--- config.mk ---
export PLATFORM = sky130hd
export DESIGN_NAME = control_sequencer
export DESIGN_NICKNAME = d
export VERILOG_FILES = /design/src/rtl/ctrl_pkg.sv /design/src/rtl/control_sequencer_flags_reg.sv /design/src/rtl/control_sequencer.sv
export SDC_FILE = /design/constraint.sdc
export NUM_CORES = 1
export LEC_CHECK = 0
export ABC_AREA = 1
export BUFFER_PORTS_ARGS = -buffer_cell sky130_fd_sc_hd__buf_2
export CAP_MARGIN = 10
export CORE_ASPECT_RATIO = 0.6
export CORE_UTILIZATION = 49
export DETAILED_ROUTE_END_ITERATION = 16
export PLACE_DENSITY = 0.91
export SLEW_MARGIN = 0
export SYNTH_ARGS = -nofsm -noshare
export SYNTH_HDL_FRONTEND = slang
export SYNTH_SLANG_ARGS = --single-unit
--- constraint.sdc ---
create_clock -name clk -period 1.8 [get_ports clk]
set_input_delay 0.18 -clock clk [delete_from_list [all_inputs] [get_ports clk]]
set_output_delay 0.18 -clock clk [all_outputs]
set_load 0.005 [all_outputs]
--- src/rtl/ctrl_pkg.sv ---
// Shared control-word bit positions, step limit and sequencer state encoding
// for the control sequencer and the microcode ROM.
package ctrl_pkg;

  localparam int CW_STEP_END = 15;
  localparam int CW_PC_JMP   = 14;
  localparam int CW_PC_OUT   = 13;
  localparam int CW_PC_COUNT = 12;
  localparam int CW_DISP_EN  = 11;
  localparam int CW_B_WR     = 10;
  localparam int CW_ALU_SU   = 9;
  localparam int CW_ALU_EN   = 8;
  localparam int CW_A_EN     = 7;
  localparam int CW_A_WR     = 6;
  localparam int CW_IR_EN    = 5;
  localparam int CW_IR_WR    = 4;
  localparam int CW_RAM_EN   = 3;
  localparam int CW_RAM_WR   = 2;
  localparam int CW_MAR_WR   = 1;
  localparam int CW_HLT      = 0;

  // Last legal microstep; anything above it is treated as corrupted state.
  localparam logic [2:0] STEP_LAST = 3'd4;

  typedef enum logic {
    SEQ_EXEC   = 1'b0,
    SEQ_HALTED = 1'b1
  } seq_state_t;

endpackage

--- src/rtl/control_sequencer_flags_reg.sv ---
// Carry/zero flag register with a single load enable; feeds the ROM's
// conditional-jump inputs.
module flags_reg (
  input  logic clk,
  input  logic rst,
  input  logic ld,
  input  logic c_in,
  input  logic z_in,
  output logic c,
  output logic z
);

  always_ff @(posedge clk) begin
    if (rst) begin
      c <= 1'b0;
      z <= 1'b0;
    end else if (ld) begin
      c <= c_in;
      z <= z_in;
    end
  end

endmodule

--- src/rtl/control_sequencer.sv ---
// Control-unit core: microstep counter, halt/resume FSM, control-word gating,
// flag register and retired-instruction counter.
//
//   state      | meaning
//   -----------+-------------------------------------------------------------
//   SEQ_EXEC   | stepping microcode; advances on run or step_pulse
//   SEQ_HALTED | after an HLT word; everything frozen until resume
module control_sequencer
  import ctrl_pkg::*;
(
  input  logic        clk,
  input  logic        rst,
  input  logic        run,
  input  logic        step_pulse,
  input  logic        resume,
  input  logic [15:0] ctrl_word_in,
  input  logic        alu_carry,
  input  logic        alu_zero,
  output logic [2:0]  step,
  output logic [15:0] ctrl_out,
  output logic        carry_flag,
  output logic        zero_flag,
  output logic        halted,
  output logic [15:0] retired
);

  seq_state_t  state;
  logic [2:0]  step_q;
  logic [15:0] retired_q;

  logic       adv;
  logic       step_bad;
  logic       step_wrap;
  logic [2:0] step_next;
  logic       hlt_req;
  logic       retire_inc;

  always_comb begin
    adv        = (run | step_pulse) & (state == SEQ_EXEC);
    step_bad   = step_q > STEP_LAST;
    step_wrap  = ctrl_word_in[CW_STEP_END] | (step_q >= STEP_LAST);
    step_next  = step_wrap ? 3'd0 : step_q + 3'd1;
    hlt_req    = adv & ctrl_word_in[CW_HLT];
    // A halt always retires, even when it lands before step 2.
    retire_inc = hlt_req | (adv & step_wrap & (step_q >= 3'd2));
  end

  always_ff @(posedge clk) begin
    if (rst) begin
      state     <= SEQ_EXEC;
      step_q    <= 3'd0;
      retired_q <= 16'h0000;
    end else begin
      case (state)
        SEQ_EXEC: begin
          if (hlt_req) begin
            state  <= SEQ_HALTED;
            step_q <= 3'd0;
          end else if (adv) begin
            step_q <= step_next;
          end else if (step_bad) begin
            step_q <= 3'd0;
          end
          if (retire_inc) retired_q <= retired_q + 16'd1;
        end
        SEQ_HALTED: begin
          if (resume) state <= SEQ_EXEC;
          if (resume || step_bad) step_q <= 3'd0;
        end
        default: begin
          state  <= SEQ_EXEC;
          step_q <= 3'd0;
        end
      endcase
    end
  end

  flags_reg u_flags (
    .clk  (clk),
    .rst  (rst),
    .ld   (adv & ctrl_word_in[CW_ALU_EN]),
    .c_in (alu_carry),
    .z_in (alu_zero),
    .c    (carry_flag),
    .z    (zero_flag)
  );

  assign ctrl_out = adv ? ctrl_word_in : 16'h0000;
  assign step     = step_q;
  assign retired  = retired_q;
  assign halted   = (state == SEQ_HALTED);

endmodule

==> impl_metrics.tcl, run 1 <==
set metrics [dict create \
    synth_seq_cells 22 \
    grt_max_degree 16 \
    firstDrtPassIters 4 \
    max_freq_mhz 707 \
    finalSetupTns_ps 0 \
    dp_hpwl_um 2110 \
    crit_path_start "halted" \
    period_needed_ps 1410 \
    wl_per_cell_um 9.93 \
    utilization_pct 70.2 \
    whs_ps 168 \
    die_y_um 40.9 \
    initial_core_util_pct 54.2 \
    syn_to_final_growth_pct 29.5 \
    die_area_mm2 0.00273 \
    synthCells 191 \
    timing.max_cap.violations 0 \
    drive_gt1_share_pct 28.7 \
    cts.sinks 22 \
    hold_buffers 0 \
    cts_made_buffers 3 \
    hold_depth 3 \
    drv_slew 0 \
    root_buffer "clkbuf_8" \
    ios 61 \
    multi_input_area_um2 659 \
    cts_tree "built" \
    clock_skew_ps 1.08 \
    io_buffers 60 \
    max_slew_margin_pct 70.1 \
    powerDensity_mw_per_mm2 600 \
    grtUsageTotal_pct 20.5 \
    die_w_um 66.8 \
    path_clk_slew_ps 70 \
    postCtsSetupBuffers 0 \
    rsz0062_at_grt "no" \
    nets 279 \
    syn-num-nets 217 \
    vias 1356 \
    place.gp.congestion 0.841 \
    core_area_mm2 0.00228 \
    critPathRequiredTime_ps 1620 \
    outcome "finished clean" \
    fin_cells 281 \
    antenna_found_initial 0 \
    drc 0 \
    first_global_vias 967 \
    power_uw 959 \
    path_max_fanout 15 \
    ys_warn_count 0 \
    cts-htree-levels 1 \
    diodes 0 \
    detail-route-antenna-nets 0 \
    insertion_delay_ps 250 \
    max-vdd-ir-drop_mv 0.780 \
    start_kind "flop" \
    setup_viol 0 \
    synthDistinctLibCells 21 \
    grt_pass1_wl_um 4080 \
    cts_resized 0 \
    min_from "alu_carry" \
    tightest_slew_ps 448 \
    seq_area_frac_synth_pct 35.7 \
    syn_area_mm2 0.00123 \
    final-seq-area_um2 440 \
    hp-class "in -> reg" \
    r2r_start "step[2]" \
    n_fill_cell 202 \
    wl_um 2790 \
    viasPerCell 4.83 \
    finalCritPeriodShare_pct 78.6 \
    reg2reg_depth 7 \
    dp.cells 278 \
    drtIter0Drc 62 \
    path_class "reg -> out" \
    power.leakage_nw 0.904 \
    cp-end-kind "output port" \
    ff2ff_setup_slack_ps 550 \
    syn_avg_cell_area_um2 6.47 \
    hold_violations 0 \
    row_count 13 \
    max-clock-path-buffers 2 \
    arrival_ps 1230 \
    overflow 0 \
]
[power by group]
group | internal, mW | switching [mW] | total [mW]
clock | 0.149 | 0.144 | 0.293
combinational | 0.0712 | 0.0896 | 0.161
sequential | 0.497 | 0.00904 | 0.506
[path summary, 6_finish.rpt]
| check | end |
|---|---|
| worst max-delay path | ctrl_out[0] |
| worst min-delay path | u_flags.c |
| worst max register to register | retired[12] |
| worst min register to register | u_flags.z |
[routing by layer]
layer / vias to the layer above / routed length [µm] / GRT usage [%]
met3: 2 / 269 / 5.83
met1: 564 / 1310 / 26.6
li1: 724 / - / -
met4: 0 / 10 / 1.60
met2: 66 / 1200 / 35.9
met5: - / 0 / 0
[worst max-delay path, stage by stage, from the launching register on]
cell     delay [ps]
dfxtp_1         410
inv_1            80
o21ai_1          80
buf_4           210
nor2_1           70
buf_2           130
[cells by family after synthesis]
group,share of synthesized area [%]
XOR/XNOR,0.709
AND/OR/NAND/NOR,39.3
flip-flops,35.7
AO/OA/AOI/OAI,10.3
buffers and inverters,10.9
adder cells (fa/ha/maj),3.04
[Yosys cell counts (all sizes together)]
cell type / n / area share (%)
ha: 3 / 3.0
buf: 4 / 1.8
o21ai: 6 / 2.4
xor2: 1 / 0.71
inv: 30 / 9.1
nor3: 1 / 0.40
nand2: 42 / 14
nor2: 46 / 18
a21oi: 18 / 7.3
and2: 1 / 0.51
o21a: 1 / 0.61
dfxtp: 22 / 36
nand4: 5 / 2.5
nand3: 11 / 4.5
[placed cells by master, fill, tap and decap left out]
cell / synthesis / layout
a21oi_1: 18 / 18
and2_1: 1 / 1
buf_2: 3 / 60
buf_4: 1 / 1
clkbuf_8: 0 / 3
dfxtp_1: 22 / 22
ha_1: 3 / 3
inv_1: 30 / 30
nand2_1: 39 / 39
nand2_2: 2 / 2
nand2_4: 1 / 1
nand3_1: 11 / 11
nand4_1: 5 / 5
nor2_1: 41 / 41
nor2_2: 2 / 2
nor2_4: 1 / 1
nor2_8: 2 / 2
nor3_1: 1 / 1
o21a_1: 1 / 1
o21ai_0: 5 / 5
o21ai_1: 1 / 1
xor2_1: 1 / 1
[sequential cells by signal (all words and copies together) (netlist names)]
register   cells
u_flags.z      1
step           3
u_flags.c      1
halted         1
retired       16
[area by class of cell]
type | instances | area share, %
Multi-Input combinational cell | 135 | 41.2
Sequential cell | 22 | 27.5
Timing Repair Buffer | 61 | 19.2
Inverter | 30 | 7.04
Clock buffer | 3 | 2.58
Tap cell | 30 | 2.35
[metrics by stage]
| step | cell area (µm²) | worst slack (ps) |
|---|---|---|
| global route | 1600 | 265 |
| CTS | 1600 | 362 |
| floorplan | 1230 | 674 |
| detailed placement | 1560 | 582 |
| global placement | 1560 | 601 |
| finish | 1600 | 386 |
No activity file was read; power rests on OpenSTA's default activity.
==> run 2, diff against run 1 <==
- CORE_UTILIZATION: 49 -> 41
- PLACE_DENSITY: 0.91 -> 0.82
- clock period: 1.8 -> 1.3 ns (I/O delays scaled with it)
==> run 2 against run 1 <==
Via count up 4.1%. Routed wire length is 12% higher. Sequential power rose by 39%. First-iteration DRC count is 24% lower. Clock skew rose by 1.1 ps. Power is 51% higher. Critical endpoint is now ctrl_out[11]. Largest cell class unchanged. Highest routed layer unchanged.
==> impl_metrics.tcl, run 2 (same netlist as run 1, synthesis figures left out) <==
set metrics [dict create \
    setup_viol 0 \
    fin_area_mm2 0.00176 \
    outcome "finished clean" \
    initial_core_util_pct 46.1 \
    timing.max_cap.violations 0 \
    reg2reg_depth 6 \
    root_buffer "clkbuf_8" \
    cts-htree-levels 1 \
    die_w_um 72.9 \
    start_kind "flop" \
    period_needed_ps 1230 \
    viasPerCell 4.64 \
    first_global_vias 1127 \
    cts_tree "built" \
    grtUsageTotal_pct 19.6 \
    p_clk_share_pct 33.9 \
    tightest_slew_ps 317 \
    swShare_pct 25.8 \
    core_area_mm2 0.00268 \
    overflow 0 \
    arrival_ps 1100 \
    grt_pass1_wl_um 4900 \
    internal_power_mw 1.08 \
    seq_power_share_pct 48.4 \
    hold_violations 0 \
    n_fill_cell 247 \
    vias 1411 \
    row_count 14 \
    combPwrFrac_pct 17.7 \
    diodes 0 \
    wl_per_cell_um 10.2 \
    crit_cells 5 \
    die_area_mm2 0.00324 \
    max-vdd-ir-drop_mv 0.721 \
    layout_common_cells "buf_2, nor2_1, nand2_1" \
    max-clock-path-buffers 2 \
    firstDrtPassIters 4 \
    crit_family "flip-flops" \
    io_buffers 60 \
    drc 0 \
    clock_skew_ps 2.23 \
    cts_made_buffers 3 \
    critPathMaxStageDelay_ps 370 \
    dp_hpwl_um 2310 \
    power.leakage_nw 0.989 \
    drtIter0Drc 47 \
    path_max_fanout 7 \
    drive_gt1_share_pct 35.6 \
    insertion_delay_ps 260 \
    grt_max_degree 13 \
    path_buf_inv 3 \
    syn_to_final_growth_pct 42.6 \
    detail-route-antenna-nets 0 \
    slowest_stage "dfxtp_4" \
    placed_area_mm2 0.00164 \
    largest_reg_flops 16 \
    netSwitchingPower_uw 374 \
    path_cells "inv_4, o21ai_4, buf_6, nor2_1, buf_2" \
    drv_slew 0 \
    path_clk_slew_ps 80 \
    place.gp.congestion 0.800 \
    finalCritPeriodShare_pct 94.8 \
    hold_depth 3 \
    antenna_found_initial 0 \
    ios 61 \
    hp-class "in -> reg" \
    path_class "reg -> out" \
    power_mw 1.45 \
    cp-end-kind "output port" \
    die_y_um 44.5 \
    wl_um 3110 \
    hold_buffers 0 \
    critPathRequiredTime_ps 1170 \
    nets 291 \
    cts.sinks 22 \
    mostFrequentLayoutCell "buf_2" \
    max_freq_mhz 811 \
    max_slew_margin_pct 78.8 \
    powerDensity_mw_per_mm2 824 \
]
## run 2: worst paths after layout
path | startpoint | to | slack (ps)
setup / recovery | halted | ctrl_out[11] | 70
hold / removal | alu_zero | u_flags.z | 110
setup reg to reg | retired[1] | retired[14] | 90
hold reg to reg | u_flags.z | u_flags.z | 460
## run 2: worst min-delay path: cells and delay by family
kind,cells,cell delay [ps]
AOI/OAI and AO/OA,1,50
buffers and inverters,1,90
and+or+nand+nor,1,50
## run 2: cell type report
| class | count | area [µm²] | share of cell area (%) |
|---|---|---|---|
| Multi-Input combinational cell | 136 | 697 | 39.6 |
| Sequential cell | 22 | 445 | 25.3 |
| Timing Repair Buffer | 72 | 398 | 22.6 |
| Inverter | 30 | 115 | 6.54 |
| Clock buffer | 4 | 55.1 | 3.13 |
| Tap cell | 40 | 50.0 | 2.84 |
## run 2: repair_timing
item | CTS | global route
pin swaps | 0 | 4
setup buffers | 0 | 1
gates cloned | 1 | 1
setup endpoints to repair | 14 | 21
resized for setup | 6 | 11
## run 2: stage by stage
step           hold slack (ps)  utilization (%)  cells  worst slack, ps  TNS (ps)
3_3_place_gp               382             61.1    297              128         0
4_1_cts                    107             63.9    302             8.96         0
5_1_grt                    125             65.7    304            -11.8     -30.4
2_1_floorplan              273                -    191              183         0
6_report                   107             65.7    304             67.5         0
3_5_place_dp               391             61.1    297              106         0
## run 2: metal layers
metal,track usage (%),vias up,share of wire [%]
li1,-,744,-
met1,27.1,610,50
met2,30.8,55,42
met3,5.24,2,7.9
met4,4.71,0,0.67
met5,0,-,0
## run 2: power by group through the flow
stage	clock, mW	sequential, mW	combinational (mW)
2_1_floorplan	0	0.716	0.123
3_3_place_gp	0	0.715	0.227
3_5_place_dp	0	0.716	0.230
4_1_cts	0.498	0.701	0.244
5_1_grt	0.527	0.704	0.286
6_report	0.492	0.702	0.257
